[src/rtl/gcd_pkg.sv]
// Shared types and constants for the parametrised GCD engine.
// State encoding is fixed so the debug State output has a stable meaning.
package gcd_pkg;

    typedef enum logic [1:0] {
        S_WAITX = 2'd0,
        S_WAITY = 2'd1,
        S_RUN   = 2'd2,
        S_DONE  = 2'd3
    } state_t;

    localparam logic MODE_SUB = 1'b0;
    localparam logic MODE_BIN = 1'b1;

    // The shift count k reaches at most WIDTH-1, so one spare bit is enough.
    function automatic int kWidth(input int width);
        return $clog2(width) + 1;
    endfunction

endpackage

[src/rtl/gcd_engine_p_if.sv]
// Operand/result bus of the GCD engine: the Enter/Input/Mode front-end and
// the Output/Halt/Busy/Error/Cycles/State status seen by the driving bench.
interface gcd_engine_p_if #(
    parameter int WIDTH = 8,
    parameter int CNT_W = 16
);
    logic             enter;
    logic [WIDTH-1:0] dataIn;
    logic             mode;
    logic [WIDTH-1:0] result;
    logic             halt;
    logic             busy;
    logic             error;
    logic [CNT_W-1:0] cycles;
    logic [1:0]       state;

    modport master (
        output enter, dataIn, mode,
        input  result, halt, busy, error, cycles, state
    );

    modport slave (
        input  enter, dataIn, mode,
        output result, halt, busy, error, cycles, state
    );
endinterface

[src/rtl/gcd_datapath.sv]
// X/Y/k registers and the per-cycle GCD step for both algorithms.
// Termination flags and the finished result go back to the controlling FSM.
module gcd_datapath
    import gcd_pkg::*;
#(
    parameter int WIDTH = 8
) (
    input  logic             clk_i,
    input  logic             rst_ni,
    input  logic             loadX_i,
    input  logic             loadY_i,
    input  logic             step_i,
    input  logic             mode_i,
    input  logic [WIDTH-1:0] data_i,
    output logic             xZero_o,
    output logic             yZero_o,
    output logic             eq_o,
    output logic [WIDTH-1:0] result_o
);

    localparam int KW = kWidth(WIDTH);

    logic [WIDTH-1:0] x_q, x_d;
    logic [WIDTH-1:0] y_q, y_d;
    logic [KW-1:0]    k_q, k_d;
    logic             mode_q, mode_d;
    logic             done;

    assign xZero_o = (x_q == '0);
    assign yZero_o = (y_q == '0);
    assign eq_o    = (x_q == y_q);
    assign done    = xZero_o | yZero_o | eq_o;

    always_comb begin
        result_o = x_q;
        if (xZero_o) begin
            result_o = y_q;
        end else if (yZero_o) begin
            result_o = x_q;
        end else if (mode_q == MODE_BIN) begin
            result_o = x_q << k_q;
        end
    end

    always_comb begin
        x_d    = x_q;
        y_d    = y_q;
        k_d    = k_q;
        mode_d = mode_q;
        if (loadX_i) begin
            x_d = data_i;
        end else if (loadY_i) begin
            y_d    = data_i;
            mode_d = mode_i;
            k_d    = '0;
        end else if (step_i && !done) begin
            if (mode_q == MODE_SUB) begin
                if (x_q > y_q) begin
                    x_d = x_q - y_q;
                end else begin
                    y_d = y_q - x_q;
                end
            end else begin
                // Stein: strip common twos into k, then odd factors, then subtract.
                if (!x_q[0] && !y_q[0]) begin
                    x_d = x_q >> 1;
                    y_d = y_q >> 1;
                    k_d = k_q + KW'(1);
                end else if (!x_q[0]) begin
                    x_d = x_q >> 1;
                end else if (!y_q[0]) begin
                    y_d = y_q >> 1;
                end else if (x_q > y_q) begin
                    x_d = x_q - y_q;
                end else begin
                    y_d = y_q - x_q;
                end
            end
        end
    end

    always_ff @(posedge clk_i or negedge rst_ni) begin
        if (!rst_ni) begin
            x_q    <= '0;
            y_q    <= '0;
            k_q    <= '0;
            mode_q <= MODE_SUB;
        end else begin
            x_q    <= x_d;
            y_q    <= y_d;
            k_q    <= k_d;
            mode_q <= mode_d;
        end
    end

endmodule

[src/rtl/gcd_engine_p.sv]
// GCD engine top: Enter edge detect, control FSM, result/error registers and
// saturating run-cycle counter around the gcd_datapath step unit.
module gcd_engine_p
    import gcd_pkg::*;
#(
    parameter int WIDTH = 8,
    parameter int CNT_W = 16
) (
    input  logic           clk_i,
    input  logic           rst_ni,
    gcd_engine_p_if.slave  bus
);

    state_t           state_q, state_d;
    logic             enter_q;
    logic             enterEdge;
    logic [WIDTH-1:0] result_q, result_d;
    logic             error_q, error_d;
    logic [CNT_W-1:0] cycles_q, cycles_d;
    logic             loadX, loadY, step;
    logic             xZero, yZero, eq;
    logic [WIDTH-1:0] dpResult;

    // Only a 0->1 change captures, so a held Enter loads exactly once.
    assign enterEdge = bus.enter & ~enter_q;

    gcd_datapath #(
        .WIDTH (WIDTH)
    ) u_datapath (
        .clk_i    (clk_i),
        .rst_ni   (rst_ni),
        .loadX_i  (loadX),
        .loadY_i  (loadY),
        .step_i   (step),
        .mode_i   (bus.mode),
        .data_i   (bus.dataIn),
        .xZero_o  (xZero),
        .yZero_o  (yZero),
        .eq_o     (eq),
        .result_o (dpResult)
    );

    always_comb begin
        state_d  = state_q;
        result_d = result_q;
        error_d  = error_q;
        cycles_d = cycles_q;
        loadX    = 1'b0;
        loadY    = 1'b0;
        step     = 1'b0;
        case (state_q)
            S_WAITX, S_DONE: begin
                if (enterEdge) begin
                    loadX   = 1'b1;
                    state_d = S_WAITY;
                end
            end
            S_WAITY: begin
                if (enterEdge) begin
                    loadY    = 1'b1;
                    cycles_d = '0;
                    error_d  = 1'b0;
                    state_d  = S_RUN;
                end
            end
            S_RUN: begin
                step = 1'b1;
                if (cycles_q != '1) begin
                    cycles_d = cycles_q + CNT_W'(1);
                end
                if (xZero || yZero || eq) begin
                    result_d = dpResult;
                    error_d  = xZero & yZero;
                    state_d  = S_DONE;
                end
            end
            default: state_d = S_WAITX;
        endcase
    end

    always_ff @(posedge clk_i or negedge rst_ni) begin
        if (!rst_ni) begin
            state_q  <= S_WAITX;
            enter_q  <= 1'b0;
            result_q <= '0;
            error_q  <= 1'b0;
            cycles_q <= '0;
        end else begin
            state_q  <= state_d;
            enter_q  <= bus.enter;
            result_q <= result_d;
            error_q  <= error_d;
            cycles_q <= cycles_d;
        end
    end

    assign bus.result = result_q;
    assign bus.halt   = (state_q == S_DONE);
    assign bus.busy   = (state_q == S_RUN);
    assign bus.error  = error_q;
    assign bus.cycles = cycles_q;
    assign bus.state  = state_q;

endmodule

[src/flat_wrapper.sv]
// flat-port wrapper written by rule: the top's interface ports become plain ports
module gcd_engine_p_flat import gcd_pkg::*;
#(
    parameter int WIDTH = 8,
    parameter int CNT_W = 16
)
  (clk_i, rst_ni, bus_enter, bus_dataIn, bus_mode, bus_result, bus_halt, bus_busy, bus_error, bus_cycles, bus_state);
  gcd_engine_p_if #(.WIDTH(WIDTH), .CNT_W(CNT_W)) bus_i ();
  input  logic clk_i;
  input  logic rst_ni;
  input wire logic [$bits(bus_i.enter)-1:0] bus_enter;
  input wire logic [$bits(bus_i.dataIn)-1:0] bus_dataIn;
  input wire logic [$bits(bus_i.mode)-1:0] bus_mode;
  output wire logic [$bits(bus_i.result)-1:0] bus_result;
  output wire logic [$bits(bus_i.halt)-1:0] bus_halt;
  output wire logic [$bits(bus_i.busy)-1:0] bus_busy;
  output wire logic [$bits(bus_i.error)-1:0] bus_error;
  output wire logic [$bits(bus_i.cycles)-1:0] bus_cycles;
  output wire logic [$bits(bus_i.state)-1:0] bus_state;
  assign bus_i.enter = bus_enter;
  assign bus_i.dataIn = bus_dataIn;
  assign bus_i.mode = bus_mode;
  assign bus_result = bus_i.result;
  assign bus_halt = bus_i.halt;
  assign bus_busy = bus_i.busy;
  assign bus_error = bus_i.error;
  assign bus_cycles = bus_i.cycles;
  assign bus_state = bus_i.state;
  gcd_engine_p #(.WIDTH(WIDTH), .CNT_W(CNT_W)) u_core (.clk_i(clk_i), .rst_ni(rst_ni), .bus(bus_i));
endmodule
[config.mk]
export PLATFORM = sky130hd
export DESIGN_NAME = gcd_engine_p_flat
export DESIGN_NICKNAME = d
export VERILOG_FILES = /design/src/rtl/gcd_pkg.sv /design/src/rtl/gcd_engine_p_if.sv /design/src/rtl/gcd_datapath.sv /design/src/rtl/gcd_engine_p.sv /design/src/flat_wrapper.sv
export SDC_FILE = /design/constraint.sdc
export NUM_CORES = 1
export LEC_CHECK = 0
export ABC_CLOCK_PERIOD_IN_PS = 3620
export BUFFER_PORTS_ARGS = -buffer_cell sky130_fd_sc_hd__buf_2
export CAP_MARGIN = 20
export CORE_ASPECT_RATIO = 1.75
export CORE_MARGIN = 5
export CORE_UTILIZATION = 40
export CTS_CLUSTER_DIAMETER = 50
export DETAILED_ROUTE_END_ITERATION = 6
export PLACE_DENSITY = 0.58
export SLEW_MARGIN = 15
export SYNTH_ARGS = -nofsm -noshare
export SYNTH_HDL_FRONTEND = slang
export SYNTH_SLANG_ARGS = --single-unit
[constraint.sdc]
create_clock -name clk_i -period 3.62 [get_ports clk_i]
set_input_delay 0.362 -clock clk_i [delete_from_list [all_inputs] [get_ports clk_i]]
set_output_delay 0.362 -clock clk_i [all_outputs]
set_load 0.005 [all_outputs]
[After elaboration in Yosys (flattened, before gate mapping)]
Cells that the tools add are included.
Word-level totals
  flip-flop bits (word level): 49
  logic and storage cells: 103
  input port bits: 12
  output and inout port bits: 29
Operators by class
  equality and inequality tests: 15
  muxes and demuxes: 38
  magnitude comparators: 1
  add/subtract/negate cells: 4
  bitwise gates (word level): 6
  reductions and logical operators: 27
  shifts and indexed selects: 1
Operator list (count)
  8-bit two-way mux: 20
  16-bit two-way mux: 2
  16-bit one-hot mux with 2 select lines: 1
  16-bit by 1-bit adder with 16-bit output, second input constant: 1
  8-bit zero test: 2
  4-bit two-way mux: 4
  16-bit inequality test, second input constant: 1
  8-bit subtractor: 2
  3-bit AND reduction: 4
  2-bit by 1-bit inequality test with 1-bit output, second input constant: 5
  5-bit AND reduction: 2
  2-bit nonzero test: 5
  8-bit == test: 1
  8-bit greater-than comparator: 1
  4-bit by 2-bit inequality test with 1-bit output, second input constant: 2
  4-bit AND reduction: 2
  8-bit by 4-bit << shifter with 8-bit output: 1
  1-bit two-way mux: 6
  2-bit two-way mux: 3
  2-bit one-hot mux with 3 select lines: 1
  5-bit by 3-bit inequality test with 1-bit output, second input constant: 1
  4-bit by 1-bit adder with 4-bit output, second input constant: 1
  2-bit == test, second input constant: 2
  4-bit by 1-bit inequality test with 1-bit output, second input constant: 1
  13 further kinds: 21

[Depth between registers and ports, before layout]
  depth after elaboration: 9
  mapped depth: 11

[By module]
Synthesis repeated with hierarchy kept, for this count alone.
Second synthesis, totals
  cell total of the unflattened synthesis: 464
  area, all modules: 4120.2 µm²
Modules (own cells, without submodules)
  gcd_datapath: times used 1, cells each 308, area each 2567.5 µm², seq. area each 525.5 µm²
  gcd_engine_p: times used 1, cells each 156, area each 1552.7 µm², seq. area each 700.7 µm²

[Worst setup path before layout]
Ideal clock, no wire load.
  kind: register to register
  start: register u_core.u_datapath.x_q[0]
  end: register u_core.u_datapath.x_q[1]
  arrival: 2.557 ns
  period minus slack after synthesis: 2.680 ns
  buffers on the path: 1
  library setup time: 0.123 ns
  slack: 0.940 ns
  data required time: 3.497 ns
  cell stages (with the launch flop): 12
  cell sequence: dfrtp_1 buf_2 inv_1 ha_1 inv_1 fa_1 a211oi_1 o311a_4 o21a_1 nor3_2 or2_2 o221a_2
Between the ends
  longest elaborated chain between the ends: 9
  elaborated cells on any way between the ends: 24
RTL lines
  start, declared: RTL line gcd_datapath.sv:23  | logic [WIDTH-1:0] x_q, x_d;
  start signal, assigned: RTL line gcd_datapath.sv:84  | x_q <= '0;
  start signal, assigned: RTL line gcd_datapath.sv:89  | x_q <= x_d;
  8-bit subtractor: RTL line gcd_datapath.sv:59, gcd_datapath.sv:74
  8-bit two-way mux: RTL line gcd_datapath.sv:73  | end else if (x_q > y_q) begin
  8-bit two-way mux: RTL line gcd_datapath.sv:71  | end else if (!y_q[0]) begin
  8-bit two-way mux: RTL line gcd_datapath.sv:69  | end else if (!x_q[0]) begin
  8-bit two-way mux: RTL line gcd_datapath.sv:65  | if (!x_q[0] && !y_q[0]) begin
  8-bit two-way mux: RTL line gcd_datapath.sv:57  | if (mode_q == MODE_SUB) begin
  8-bit two-way mux: RTL line gcd_datapath.sv:56  | end else if (step_i && !done) begin
  8-bit two-way mux: RTL line gcd_datapath.sv:52  | end else if (loadY_i) begin
  8-bit two-way mux: RTL line gcd_datapath.sv:50  | if (loadX_i) begin
Parallel ways exist; a longest one is shown, timed or not. The select of a mux whose other input is x is not followed.
A chain may end at the register's enable or synchronous reset.

[Final worst setup path]
  start: register u_core.u_datapath.x_q[2]
  end: register u_core.u_datapath.x_q[4]
Same word-level chain as after synthesis.

==> metrics.txt <==
core box area=approximately 0.0094 sq mm; # Max-Cap Violations=0; largest net degree at the start of global routing=35; sequential share of power=0.233; Mapped Area=0.003835 sq mm; Filler cells=948; number of post-CTS setup repair buffers=0; Skew-Pair Late Insertion Delay=0.30 ns; clock network power share=0.115; CTS tree=done; Starting Density=0.4076; post-synthesis cell type count=just under 70; Rows=47; worst vdd ir=slightly below 0.4 mV; antenna-violating nets left=0; CTS Hold Buffers Added=0; most frequent cell after synthesis=nand2_1; hold_ws=0.1457 ns; routed len/inst=slightly below 20 um; top cell type by total area after synthesis=dfrtp_1; gpl congestion=0.9400; TNS Setup=0 ns; number of synthesized flops with an enable pin=0; Seq/Total Area, Yosys=0.3197; initial antenna violation count=0; top-area cell type share of the netlist area=0.3197; cell internal pwr=2092 uW; Post-Syn Nets=~480; Die Y=around 140 um; commonest cells in the netlist=nand2_1 (50), dfrtp_1 (49), nor2_1 (32); post-cts resize count=0; CP startpoint kind=flop; share of cells above drive strength 1=0.1745; P per Cell Area=around 1000 mW/mm^2; Final Power=between 4000 and 5000 uW; critical path class=flop to flop; final period utilization=0.7781; Synth warnings=0; Clock Tree Root=clkbuf_16; Longest Clk Path Bufs=2; Req. time, crit path=between 3 and 4 ns; total net switching power=2161 uW; final hold violations=0; Final HPWL DP=just over 9000 um; Setup Skew=0.004857 ns; vias in the first global route=3707; drt total wl=11660 um; GRT Total Usage=0.2006; Sw Share=0.5081; IO Port Bufs=40; Tightest Pin Transition=0.9841 ns; Mapped Cells=439; top post-synthesis cells by area=dfrtp_1 (32%), ha_1 (7.5%), nand2_1 (4.9%); CTS buffer count=5; area grow syn2layout=11.39%; Logic pwr share=0.652; worst rel slew slack=0.3440; Layout Nets=506; clk sink count=49; die width=84.02 um; Final Setup Violations=0; number of DRC markers in iteration 0=~260; RSZ-0062 raised after global routing=no; final slew viol count=0; worst hold path type=input port to async pin; drc violations=0; fin util=0.4540; status=finished, final reports clean; global-route wire length before repair=roughly 19000 um; Clk pin slew, worst setup/hold paths=about 0.07 ns; minimum clock period=2.817 ns; Vias/cell=roughly 6.0; P_leak=0.001920 uW; die area=approximately 0.012 sq mm; TritonRoute pass-1 iters=5; Worst Path Max Fanout=10; CP Capture Type=flop; Top Ports=41; crit path DAT=3.00 ns; Post-synth top flop=dfrtp_1; Yosys reg bits=49; n_diodes=0; Fmax=355.0 MHz; Syn Area/Cell=about 8.7 sq um; Max H-tree Level=2; routed vias=3560; total grt overflow=0; async set-reset flop share out of synthesis=1.000
-- area by class of cell --
cell class	count	area (sq um)	share of cell area
tap	122	152.6	0.03574
inverter	21	78.83	0.01845
clock buffer	5	125.1	0.02929
sequential	49	1226	0.2871
clock inverter	3	26.28	0.006151
timing repair buffer	47	252.7	0.05917
multi-input combinational	345	2410	0.5641
-- state kept, by name (all words and copies together), names as in the netlist --
register / cells
u_core.enter_q: 1
u_core.bus.cycles: 16
u_core.u_datapath.mode_q: 1
u_core.u_datapath.y_q: 8
u_core.u_datapath.k_q: 4
u_core.bus.error: 1
u_core.u_datapath.x_q: 8
u_core.bus.result: 8
u_core.bus.state: 2
-- power by group through the flow --
stage	Combinational [uW]	Sequential (uW)	Clock [uW]
2_1_floorplan	2120	845	0
3_3_place_gp	2730	988	0
3_5_place_dp	2740	989	0
4_1_cts	2760	979	510
5_1_grt	3030	1010	527
6_report	2770	990	490
-- through the flow --
step | std cells | setup WS (ns) | instance area (sq um)
floorplan | 439 | 0.9401 | 3835
global placement | 584 | 0.9030 | 4120
detailed placement | 584 | 0.8607 | 4120
CTS | 592 | 0.8487 | 4272
global route | 592 | 0.6332 | 4272
finish | 592 | 0.8034 | 4272
-- layer usage --
layer  global-route usage  wire length (um)
met5                    0                 0
met4               0.1500               860
met3              0.02720               420
met2               0.3642              6174
met1               0.2040              4209
-- cells in the final DEF, fill, tap and decap left out, types with 6 or more instances in the layout --
cell and n:
nand2_1 50, xnor2_1 9, a211oi_1 6, ha_1 23
mux2i_1 13, nor4_1 7, a21o_1 8, nand3_1 26
nor2_1 32, xor2_1 12, nand2b_1 6, buf_2 40
a221oi_1 8, mux2_2 7, a21oi_1 15, buf_4 7
o21ai_0 24, dfrtp_1 49, nor3_1 9, inv_1 21
-- worst paths after layout --
path                                           from                        to  slack (ns)  cells after the start
setup / recovery           u_core.u_datapath.x_q[2]  u_core.u_datapath.x_q[4]        0.80                      8
hold / removal                               rst_ni      u_core.bus.cycles[0]        0.15                      1
setup reg to reg           u_core.u_datapath.x_q[2]  u_core.u_datapath.x_q[4]        0.80                      8
hold reg to reg                u_core.bus.result[1]      u_core.bus.result[1]        0.47                      2
max in group asynchronous                    rst_ni      u_core.bus.result[2]        2.73                      2
min in group clk_i                        bus_enter            u_core.enter_q        0.19                      1
-- critical path, stage by stage, from the launching register on --
cell and delay (ns):
dfrtp_1 0.49, inv_1 0.12, ha_1 0.45, nand4b_1 0.20, or2_1 0.20, nand4_1 0.29, or3_1 0.53, a221o_1 0.30
o221a_2 0.13
-- kinds of logic (layout without fill, tap and decap cells) --
logic type	after synthesis	count (layout)	synth area share
flip-flops	49	49	0.3197
multiplexers	21	21	0.06036
adder cells (fa/ha/maj)	25	25	0.08548
AND/OR/NAND/NOR	168	168	0.2186
AO/OA/AOI/OAI	110	110	0.2160
XOR/XNOR	21	21	0.04796
buffers and inverters	45	76	0.05188
Power figures use the tool's default switching activity.
